[src/rtl/if_stage_pkg.sv]
// Shared definitions for the instruction-fetch stage: bus widths, reset PC,
// trap opcode, FSM state type and queue entry layout.
// Optional feature macro: IF_HALT_ON_TRAP_EN (adds the HALT state).
package if_stage_pkg;

    localparam int unsigned REG_BUS  = 64;
    localparam int unsigned INST_BUS = 32;

    localparam logic [REG_BUS-1:0] IF_RESET_PC = 64'h8000_0000;
    localparam logic [6:0]         OPCODE_TRAP = 7'h6b;

    typedef enum logic [1:0] {
        IF_S_IDLE = 2'd0,
        IF_S_REQ  = 2'd1,
        IF_S_WAIT = 2'd2
`ifdef IF_HALT_ON_TRAP_EN
        ,
        IF_S_HALT = 2'd3
`endif
    } if_state_e;

    typedef struct packed {
        logic [INST_BUS-1:0] inst;
        logic [REG_BUS-1:0]  pc;
    } if_entry_t;

endpackage

[src/rtl/if_queue.sv]
// Two-entry instruction queue between fetch and decode. Flush empties it in
// one cycle and wins over a simultaneous push or pop. Head reads as zero
// while empty.
module if_queue
    import if_stage_pkg::*;
(
    input  logic      clk,
    input  logic      rst,
    input  logic      push_i,
    input  logic      pop_i,
    input  logic      flush_i,
    input  if_entry_t push_data_i,
    output logic [1:0] count_o,
    output logic      valid_o,
    output if_entry_t head_o
);

    if_entry_t  mem_q [2];
    logic       wptr_q;
    logic       rptr_q;
    logic [1:0] count_q;
    logic       do_push;
    logic       do_pop;

    assign do_pop  = pop_i && (count_q != 2'd0);
    assign do_push = push_i && ((count_q != 2'd2) || do_pop);

    // Pointer and occupancy bookkeeping.
    always_ff @(posedge clk or posedge rst) begin
        if (rst) begin
            wptr_q  <= 1'b0;
            rptr_q  <= 1'b0;
            count_q <= 2'd0;
        end else if (flush_i) begin
            wptr_q  <= 1'b0;
            rptr_q  <= 1'b0;
            count_q <= 2'd0;
        end else begin
            if (do_push) wptr_q <= ~wptr_q;
            if (do_pop)  rptr_q <= ~rptr_q;
            case ({do_push, do_pop})
                2'b10:   count_q <= count_q + 2'd1;
                2'b01:   count_q <= count_q - 2'd1;
                default: count_q <= count_q;
            endcase
        end
    end

    // Entry storage; written only on an accepted push.
    always_ff @(posedge clk or posedge rst) begin
        if (rst) begin
            for (int unsigned i = 0; i < 2; i++) begin
                mem_q[i] <= '0;
            end
        end else if (do_push && !flush_i) begin
            mem_q[wptr_q] <= push_data_i;
        end
    end

    assign count_o = count_q;
    assign valid_o = (count_q != 2'd0);
    assign head_o  = valid_o ? mem_q[rptr_q] : '0;

endmodule

[src/rtl/if_stage.sv]
// Instruction-fetch stage: owns the PC, issues single-outstanding word
// fetches and feeds the 2-entry queue toward decode. Redirects flush the
// queue and kill any in-flight response.
// Optional feature macro: IF_HALT_ON_TRAP_EN (stop fetching after a trap
// opcode is queued until reset or redirect).
module if_stage
    import if_stage_pkg::*;
#(
    parameter logic [REG_BUS-1:0] RESET_PC = IF_RESET_PC
) (
    input  logic                clk,
    input  logic                rst,
    input  logic                redirect_valid,
    input  logic [REG_BUS-1:0]  redirect_pc,
    output logic                ibus_req_valid,
    input  logic                ibus_req_ready,
    output logic [REG_BUS-1:0]  ibus_req_addr,
    input  logic                ibus_resp_valid,
    input  logic [INST_BUS-1:0] ibus_resp_data,
    output logic                if_valid,
    input  logic                id_ready,
    output logic [INST_BUS-1:0] inst,
    output logic [REG_BUS-1:0]  inst_addr
);

    if_state_e          state_q, state_d;
    logic [REG_BUS-1:0] pc_q, pc_d;
    logic [REG_BUS-1:0] req_pc_q, req_pc_d;
    logic               kill_q, kill_d;
    logic               req_valid;
    logic               push;
    logic [1:0]         q_count;
    logic               q_valid;
    if_entry_t          q_head;
    if_entry_t          push_data;
    logic [REG_BUS-1:0] redir_pc;

    assign redir_pc  = redirect_pc & ~REG_BUS'(3);
    assign push_data = '{inst: ibus_resp_data, pc: req_pc_q};

    // FSM, PC and kill state registers.
    always_ff @(posedge clk or posedge rst) begin
        if (rst) begin
            state_q  <= IF_S_IDLE;
            pc_q     <= RESET_PC;
            req_pc_q <= '0;
            kill_q   <= 1'b0;
        end else begin
            state_q  <= state_d;
            pc_q     <= pc_d;
            req_pc_q <= req_pc_d;
            kill_q   <= kill_d;
        end
    end

    // Next-state, request issue and push decisions; redirect overrides last.
    always_comb begin
        state_d   = state_q;
        pc_d      = pc_q;
        req_pc_d  = req_pc_q;
        kill_d    = kill_q;
        req_valid = 1'b0;
        push      = 1'b0;

        case (state_q)
            IF_S_IDLE: state_d = IF_S_REQ;
            IF_S_REQ: begin
                // Nothing is outstanding in REQ, so only queue occupancy matters.
                req_valid = (q_count < 2'd2);
                if (req_valid && ibus_req_ready) begin
                    state_d  = IF_S_WAIT;
                    pc_d     = pc_q + REG_BUS'(4);
                    req_pc_d = pc_q;
                end
            end
            IF_S_WAIT: begin
                if (ibus_resp_valid) begin
                    state_d = IF_S_REQ;
                    kill_d  = 1'b0;
                    push    = !kill_q;
`ifdef IF_HALT_ON_TRAP_EN
                    if (!kill_q && (ibus_resp_data[6:0] == OPCODE_TRAP)) begin
                        state_d = IF_S_HALT;
                    end
`endif
                end
            end
`ifdef IF_HALT_ON_TRAP_EN
            IF_S_HALT: state_d = IF_S_HALT;
`endif
            default: state_d = IF_S_IDLE;
        endcase

        if (redirect_valid) begin
            push = 1'b0;
            pc_d = redir_pc;
            if (state_q == IF_S_WAIT) begin
                // A response arriving with the redirect is simply consumed;
                // otherwise the one still in flight must be dropped later.
                kill_d  = !ibus_resp_valid;
                state_d = ibus_resp_valid ? IF_S_REQ : IF_S_WAIT;
            end else if (req_valid && ibus_req_ready) begin
                state_d = IF_S_WAIT;
                kill_d  = 1'b1;
            end else begin
                state_d = IF_S_REQ;
                kill_d  = 1'b0;
            end
        end
    end

    if_queue u_queue (
        .clk         (clk),
        .rst         (rst),
        .push_i      (push),
        .pop_i       (q_valid && id_ready),
        .flush_i     (redirect_valid),
        .push_data_i (push_data),
        .count_o     (q_count),
        .valid_o     (q_valid),
        .head_o      (q_head)
    );

    assign ibus_req_valid = req_valid;
    assign ibus_req_addr  = req_valid ? pc_q : '0;
    assign if_valid       = q_valid;
    assign inst           = q_head.inst;
    assign inst_addr      = q_head.pc;

endmodule

[config.mk]
export PLATFORM = sky130hd
export DESIGN_NAME = if_stage
export DESIGN_NICKNAME = d
export VERILOG_FILES = /design/src/rtl/if_stage_pkg.sv /design/src/rtl/if_queue.sv /design/src/rtl/if_stage.sv
export SDC_FILE = /design/constraint.sdc
export NUM_CORES = 1
export LEC_CHECK = 0
export ABC_AREA = 1
export ABC_CLOCK_PERIOD_IN_PS = 11500
export CAP_MARGIN = 20
export CORE_AREA = 2 2 183 185
export DETAILED_ROUTE_END_ITERATION = 10
export DIE_AREA = 0 0 185 187
export MAX_ROUTING_LAYER = met4
export PLACE_DENSITY = 0.79
export SLEW_MARGIN = 20
export SYNTH_ARGS = -nofsm -noshare
export SYNTH_HDL_FRONTEND = slang
export SYNTH_SLANG_ARGS = --single-unit
[constraint.sdc]
create_clock -name clk -period 11.5 [get_ports clk]
set_input_delay 2.875 -clock clk [delete_from_list [all_inputs] [get_ports clk]]
set_output_delay 2.875 -clock clk [all_outputs]
set_load 0.02 [all_outputs]
==> impl_metrics.py, run 1 <==
metrics = {
    "worst_setup_path": {
        "worstPathRequired_ns": 8.63,
        "path_max_fanout": 57,
        "reg2reg_from": "u_queue.count_o[1]$_DFFE_PP0P_",
        "cp-start-kind": "register",
        "r2r_end": "u_queue.mem_q[168]$_DFFE_PP0P_",
        "path_class": "reg2out",
        "r2r_cells": 5,
        "arrival_ns": 3.50,
        "reg2reg_slack_ns": 8.55,
        "cp-end-kind": "output pin",
    },
    "timing": {
        "tightest_slew_ns": 1.12,
        "maxSlewViolCount": 0,
        "fin_crit_sh_pct": 55.4,
        "rsz0062_at_grt": "false",
        "finalSetupTns_ns": 0,
        "max-slew-margin-rel_pct": 25.0,
        "setup_violations": 0,
        "max_freq_ghz": 0.157,
        "hold_ws_ns": 0.482,
        "skew_ns": 0.0185,
        "finalHoldViolCount": 0,
        "fin_crit_ns": 6.37,
    },
    "cts": {
        "cts_hold_buf": 0,
        "cts_inserted_buffers": 36,
        "clk_path_buf_depth": 3,
        "cts_setup_buffers": 0,
        "clkSlewWorstSetupHoldPaths_ns": 0.06,
        "clk_latency_ns": 0.52,
        "cts_tree": "done",
        "root_buffer": "clkbuf_16",
        "cts_max_level": 2,
        "cts_sinks": 319,
        "cts_resized": 0,
    },
    "synthesis": {
        "synth_cell_type_count": 34,
        "seq_area_frac_synth_pct": 50.4,
        "ys_seq_elements": 319,
        "postSynthCellCount": 2077,
        "syn-cell-area_um2": 15800,
        "synth-edff-count": 0,
        "synth_area_per_cell_um2": 7.62,
        "ys.flop_type": "dfrtp_1",
        "synthArstFlopShare_pct": 100,
        "ys_warn_count": 0,
    },
    "routing": {
        "drc": 0,
        "dr.pass1.iters": 5,
        "drt-total-wl_um": 47400,
        "viasPerCell": 5.33,
        "final_antenna_net_count": 0,
        "drtIter0Drc": 1322,
        "wl_per_cell_um": 17.2,
        "num_vias": 14652,
    },
    "placed_design": {
        "port_buffers": 257,
        "gp_congestion": 0.983,
        "dpl.hpwl_um": 31900,
        "dpl_cell_area_um2": 18500,
    },
    "status": {
        "run_status": "completed",
    },
    "global_routing": {
        "grt_pass1_wl_um": 75100,
        "grt_max_degree": 190,
        "grt_pass1_vias": 13760,
        "grt.overflow.total": 0,
        "antenna_found_initial": 1,
        "gr-usage-all-layers_pct": 28.0,
    },
    "pwr": {
        "leakagePower_uw": 0.00883,
        "peakVddDrop_uv": 145,
        "powerDensity_nw_per_um2": 231,
    },
    "hold_path": {
        "timing.hold.worst_path_depth": 2,
        "hold_path.class": "reg2reg",
        "hold_end": "u_queue.mem_q[178]$_DFFE_PP0P_",
        "min-delay-start": "u_queue.mem_q[178]$_DFFE_PP0P_",
    },
    "floorplanning": {
        "fp.dieW_um": 185,
        "start_util_pct": 48.2,
        "rows": 67,
        "die_h_um": 187,
        "core-area_um2": 32900,
        "dieArea_um2": 34600,
        "ioPinCount": 264,
    },
    "layout": {
        "nFillCells": 2934,
        "syn2layout_area_growth_pct": 24.9,
        "final_area_um2": 19800,
        "nets": 2378,
        "drive_above_1_share_pct": 5.17,
        "utilization_pct": 60.2,
    },
    "job": {
        "maxCapViolations": 0,
    },
}
-- state kept, by name, indices dropped and copies added (netlist names) --
| signal | count |
|---|---|
| kill_q | 1 |
| pc_q | 62 |
| req_pc_q | 62 |
| state_q | 2 |
| u_queue.count_o | 2 |
| u_queue.mem_q | 188 |
| u_queue.rptr_q | 1 |
| u_queue.wptr_q | 1 |
-- logic make-up after synthesis --
kind of cell,synth area share (%)
flip-flops,50.4
other,0.0237
AO/OA/AOI/OAI,16.0
XOR/XNOR,1.16
adder cells (fa/ha/maj),0.0790
buffers and inverters,8.66
AND/OR/NAND/NOR,23.7
-- layout make-up --
type	instances	area, um2	area share (%)
antenna	1	2.50	0.0127
clock buffer	52	1040	5.27
clock inverter	13	154	0.778
inverter	208	785	3.97
multi-input combinational	1438	6510	32.9
sequential	319	7990	40.4
tap	448	561	2.83
timing repair buffer	272	2730	13.8
-- report_power, final --
part / internal [uW] / leakage, uW / switching, uW
logic: 646 / 0.00408 / 1060
registers: 1460 / 0.00416 / 255
clock network: 700 / 0.000589 / 455
-- synthesized netlist by cell type (3+ instances only) --
| master | number | area [um2] |
|---|---|---|
| nor2_1 | 189 | 709 |
| buf_2 | 27 | 135 |
| buf_6 | 14 | 158 |
| clkbuf_1 | 58 | 218 |
| buf_4 | 5 | 37.5 |
| nand4_1 | 8 | 50.1 |
| o21ai_0 | 207 | 1040 |
| a22oi_1 | 55 | 413 |
| dfrtp_1 | 318 | 7960 |
| a21oi_1 | 97 | 485 |
| xor2_1 | 21 | 184 |
| o221ai_1 | 4 | 35.0 |
| nand3_1 | 65 | 325 |
| inv_2 | 6 | 22.5 |
| o21ai_2 | 25 | 219 |
| nand2_1 | 685 | 2570 |
| o21ai_1 | 62 | 310 |
| nand2_2 | 3 | 18.8 |
| buf_1 | 10 | 37.5 |
| inv_1 | 201 | 754 |
-- critical path, stage by stage (launching register included) --
cell and delay (ns):
dfrtp_1 0.48, nor2_4 0.86, buf_4 0.73, a21oi_1 0.22, clkdlybuf4s50_1 0.60
-- cells in the final DEF (no fill, tap or decap), types with 3 or more instances in the layout --
cell,synthesis,routed
xor2_1,21,21
nand2_2,3,4
inv_1,201,199
clkbuf_16,0,37
nor2_1,189,188
o21ai_2,25,25
nand2_1,685,684
inv_2,6,7
conb_1,1,4
dfrtp_1,318,317
clkbuf_8,0,6
nor2_4,2,3
o221ai_1,4,4
o21ai_0,207,207
nand3_1,65,65
o21ai_1,62,62
clkdlybuf4s50_1,0,256
a22oi_1,55,55
clkinv_2,0,6
bufinv_16,0,3
nand4_1,8,8
clkbuf_1,58,9
buf_4,5,10
a21oi_1,97,97
-- worst max-delay path by stage --
stage,start,endpoint,cells after the start
after floorplan,rst,kill_q$_DFFE_PP0P_,1
after global placement,redirect_valid,u_queue.mem_q[169]$_DFFE_PP0P_,7
after detailed placement,redirect_valid,u_queue.mem_q[168]$_DFFE_PP0P_,7
after CTS,u_queue.count_o[1]$_DFFE_PP0P_,inst_addr[29],4
after global routing,u_queue.count_o[1]$_DFFE_PP0P_,inst_addr[29],4
final,u_queue.count_o[1]$_DFFE_PP0P_,inst_addr[29],4
-- through the flow --
step / power (uW) / setup slack [ns] / cells
after detailed placement: 3420 / 5.10 / 2683
after global routing: 4850 / 5.06 / 2751
after CTS: 4600 / 5.14 / 2748
after global placement: 3370 / 5.15 / 2683
after floorplan: 2710 / 4.37 / 2080
final: 4580 / 5.13 / 2751
-- metal layers --
metal / track usage, % / share of wire, %
met5: - / 0
met2: 41.8 / 45
met1: 40.2 / 44
met3: 3.64 / 7.5
met4: 8.52 / 2.8
Note: power is estimated with default switching activity, not from simulation.
==> inputs of run 2 (changes only) <==
- ABC_CLOCK_PERIOD_IN_PS: 11500 -> 5100
- clock period: 11.5 -> 5.1 ns (I/O delays scaled with it)
==> run 2 against run 1 <==
Setup slack got worse by 4.6 ns. Utilization hardly changed. Register-to-register slack worse by 5.9 ns. Die area is the same. Via count is 0.56% higher. Wire length up 2.1%. Clock-buffer cell count fell by 6. Combinational power up 130%. Sequential power grew 130%. Sequential share of layout area about the same. Largest cell class unchanged. Largest power group is now combinational cells. Highest routed layer unchanged.
==> impl_metrics.py, run 2 (synthesis gave the netlist of run 1 again) <==
metrics = {
    "worst_setup_path": {
        "path_cells": "inv_2 -> buf_4 -> nand2_1 -> a21oi_1 -> clkdlybuf4s50_1",
        "arrival_ns": 3.31,
        "cp-end-kind": "output pin",
        "cp-start-kind": "register",
        "r2r_end": "pc_q[54]$_DFFE_PP0P_",
        "startpoint": "u_queue.rptr_q$_DFFE_PP0P_",
        "path_max_fanout": 42,
        "path_class": "reg2out",
        "reg2reg_from": "pc_q[3]$_DFFE_PP0P_",
        "cp_slowest_cell": "inv_2",
        "r2r_cells": 10,
        "critPathCapture": "inst_addr[3]",
        "crit_path_max_incr_delay_ns": 0.70,
        "worstPathRequired_ns": 3.83,
        "reg2reg_slack_ns": 2.62,
    },
    "timing": {
        "tightest_slew_ns": 0.828,
        "rsz0062_at_grt": "false",
        "finalSetupTns_ns": 0,
        "hold_ws_ns": 0.480,
        "skew_ns": 0.0115,
        "finalHoldViolCount": 0,
        "setup_violations": 0,
        "maxSlewViolCount": 0,
        "max-slew-margin-rel_pct": 44.7,
        "max_freq_ghz": 0.218,
        "fin_crit_sh_pct": 89.9,
        "fin_crit_ns": 4.59,
    },
    "global_routing": {
        "antenna_found_initial": 1,
        "grt_pass1_vias": 14050,
        "use_met3_pct": 4.32,
        "grt.overflow.total": 0,
        "gr-usage-all-layers_pct": 28.8,
        "grt.busiest_layer": "met2",
        "grt_max_degree": 99,
        "grtUsageMet1_pct": 40.3,
        "use_met2_pct": 43.1,
        "grt_pass1_wl_um": 76500,
    },
    "pwr": {
        "powerDensity_nw_per_um2": 520,
        "combPwrFrac_pct": 37.8,
        "leakagePower_uw": 0.00884,
        "seqPwrFrac_pct": 37.6,
        "peakVddDrop_uv": 299,
        "swShare_pct": 39.3,
        "power_frac_clock_pct": 24.6,
        "power.internal_uw": 6250,
        "power_switching_uw": 4040,
    },
    "cts": {
        "cts_sinks": 319,
        "clk_path_buf_depth": 3,
        "cts_inserted_buffers": 34,
        "cts_setup_buffers": 0,
        "cts_hold_buf": 0,
        "clkSlewWorstSetupHoldPaths_ns": 0.06,
        "cts_max_level": 2,
        "clk_latency_ns": 0.52,
        "root_buffer": "clkbuf_16",
        "cts_resized": 0,
        "cts_tree": "done",
    },
    "layout": {
        "syn2layout_area_growth_pct": 24.9,
        "top_register": "u_queue.mem_q",
        "seq_area_um2": 7990,
        "reg_top3": "u_queue.mem_q: 188 flops, pc_q: 62 flops, req_pc_q: 62 flops",
        "layout_commonest_cell": "nand2_1",
        "utilization_pct": 60.2,
        "nets": 2383,
        "multi_input_area_um2": 6510,
        "layout_common_cells": "nand2_1, dfrtp_1, clkdlybuf4s50_1, o21ai_0, inv_1",
        "largest_reg_flops": 188,
        "nFillCells": 2950,
        "drive_above_1_share_pct": 5.38,
    },
    "routing": {
        "wl_per_cell_um": 17.6,
        "drtIter0Drc": 1484,
        "drc": 0,
        "final_antenna_net_count": 0,
        "num_vias": 14734,
        "dr.pass1.iters": 6,
        "viasPerCell": 5.35,
        "drt-total-wl_um": 48300,
    },
    "floorplanning": {
        "core-area_um2": 32900,
        "start_util_pct": 48.2,
        "rows": 67,
        "die_h_um": 187,
        "ioPinCount": 264,
        "fp.dieW_um": 185,
        "dieArea_um2": 34600,
    },
    "placed_design": {
        "port_buffers": 257,
        "dpl.hpwl_um": 33000,
        "gp_congestion": 0.994,
    },
    "hold_path": {
        "hold_path.class": "reg2reg",
    },
    "status": {
        "run_status": "completed",
    },
    "job": {
        "maxCapViolations": 0,
    },
}
## run 2: cell count changes in the layout (fill, tap and decap cells not counted), moves of 2 or more
cell	delta
clkbuf_1	-3
clkinv_8	+2
buf_6	-2
clkbuf_16	-2
inv_6	-2
buf_4	+7
buf_12	+3
## run 2: how the worst min path moves through the flow
stage,startpoint,end,slack (ns),cells past startpoint
detailed placement,u_queue.mem_q[181]$_DFFE_PP0P_,u_queue.mem_q[181]$_DFFE_PP0P_,0.47,2
CTS,u_queue.mem_q[181]$_DFFE_PP0P_,u_queue.mem_q[181]$_DFFE_PP0P_,0.48,2
finish,u_queue.mem_q[181]$_DFFE_PP0P_,u_queue.mem_q[181]$_DFFE_PP0P_,0.48,2
global placement,u_queue.mem_q[184]$_DFFE_PP0P_,u_queue.mem_q[184]$_DFFE_PP0P_,0.46,2
floorplan,u_queue.mem_q[10]$_DFFE_PP0P_,u_queue.mem_q[10]$_DFFE_PP0P_,0.45,2
global route,u_queue.mem_q[61]$_DFFE_PP0P_,u_queue.mem_q[61]$_DFFE_PP0P_,0.50,2
## run 2: per-stage QoR
step | cells | cell area [um2] | worst slack [ns] | power (uW)
after floorplan | 2080 | 15900 | -0.427 | 6120
after global placement | 2692 | 18600 | 1.07 | 7620
after detailed placement | 2692 | 18600 | 1.06 | 7750
after CTS | 2752 | 19800 | 0.502 | 10300
after global routing | 2753 | 19800 | 0.376 | 10900
final | 2753 | 19800 | 0.514 | 10300
## run 2: critical path, delay by kind of cell (launching register included)
family / cells / cell delay [ns]
and+or+nand+nor: 1 / 0.10
buffers and inverters: 3 / 1.81
AOI/OAI and AO/OA: 1 / 0.16
DFF: 1 / 0.69
## run 2: cell type report
type,instances,share of cell area [%]
flip-flops and latches,319,40.4
multi-input cells,1438,32.9
repair buffers,279,14.1
clock buffers,46,4.89
inverters,208,3.97
well taps,448,2.83
clock inverters,14,0.879
diodes,1,0.0126
## run 2: power by group through the flow
stage               sequential, uW  combinational [uW]  clock, uW
detailed placement            3880                3860          0
global placement              3850                3770          0
CTS                           3850                3900       2570
floorplan                     3670                2450          0
finish                        3870                3880       2530
global route                  3950                4280       2670
## run 2: layer usage
metal	vias up	wire length, um
li1	6997	-
met1	6949	20800
met2	684	22000
met3	104	3910
met4	0	1670
met5	-	0
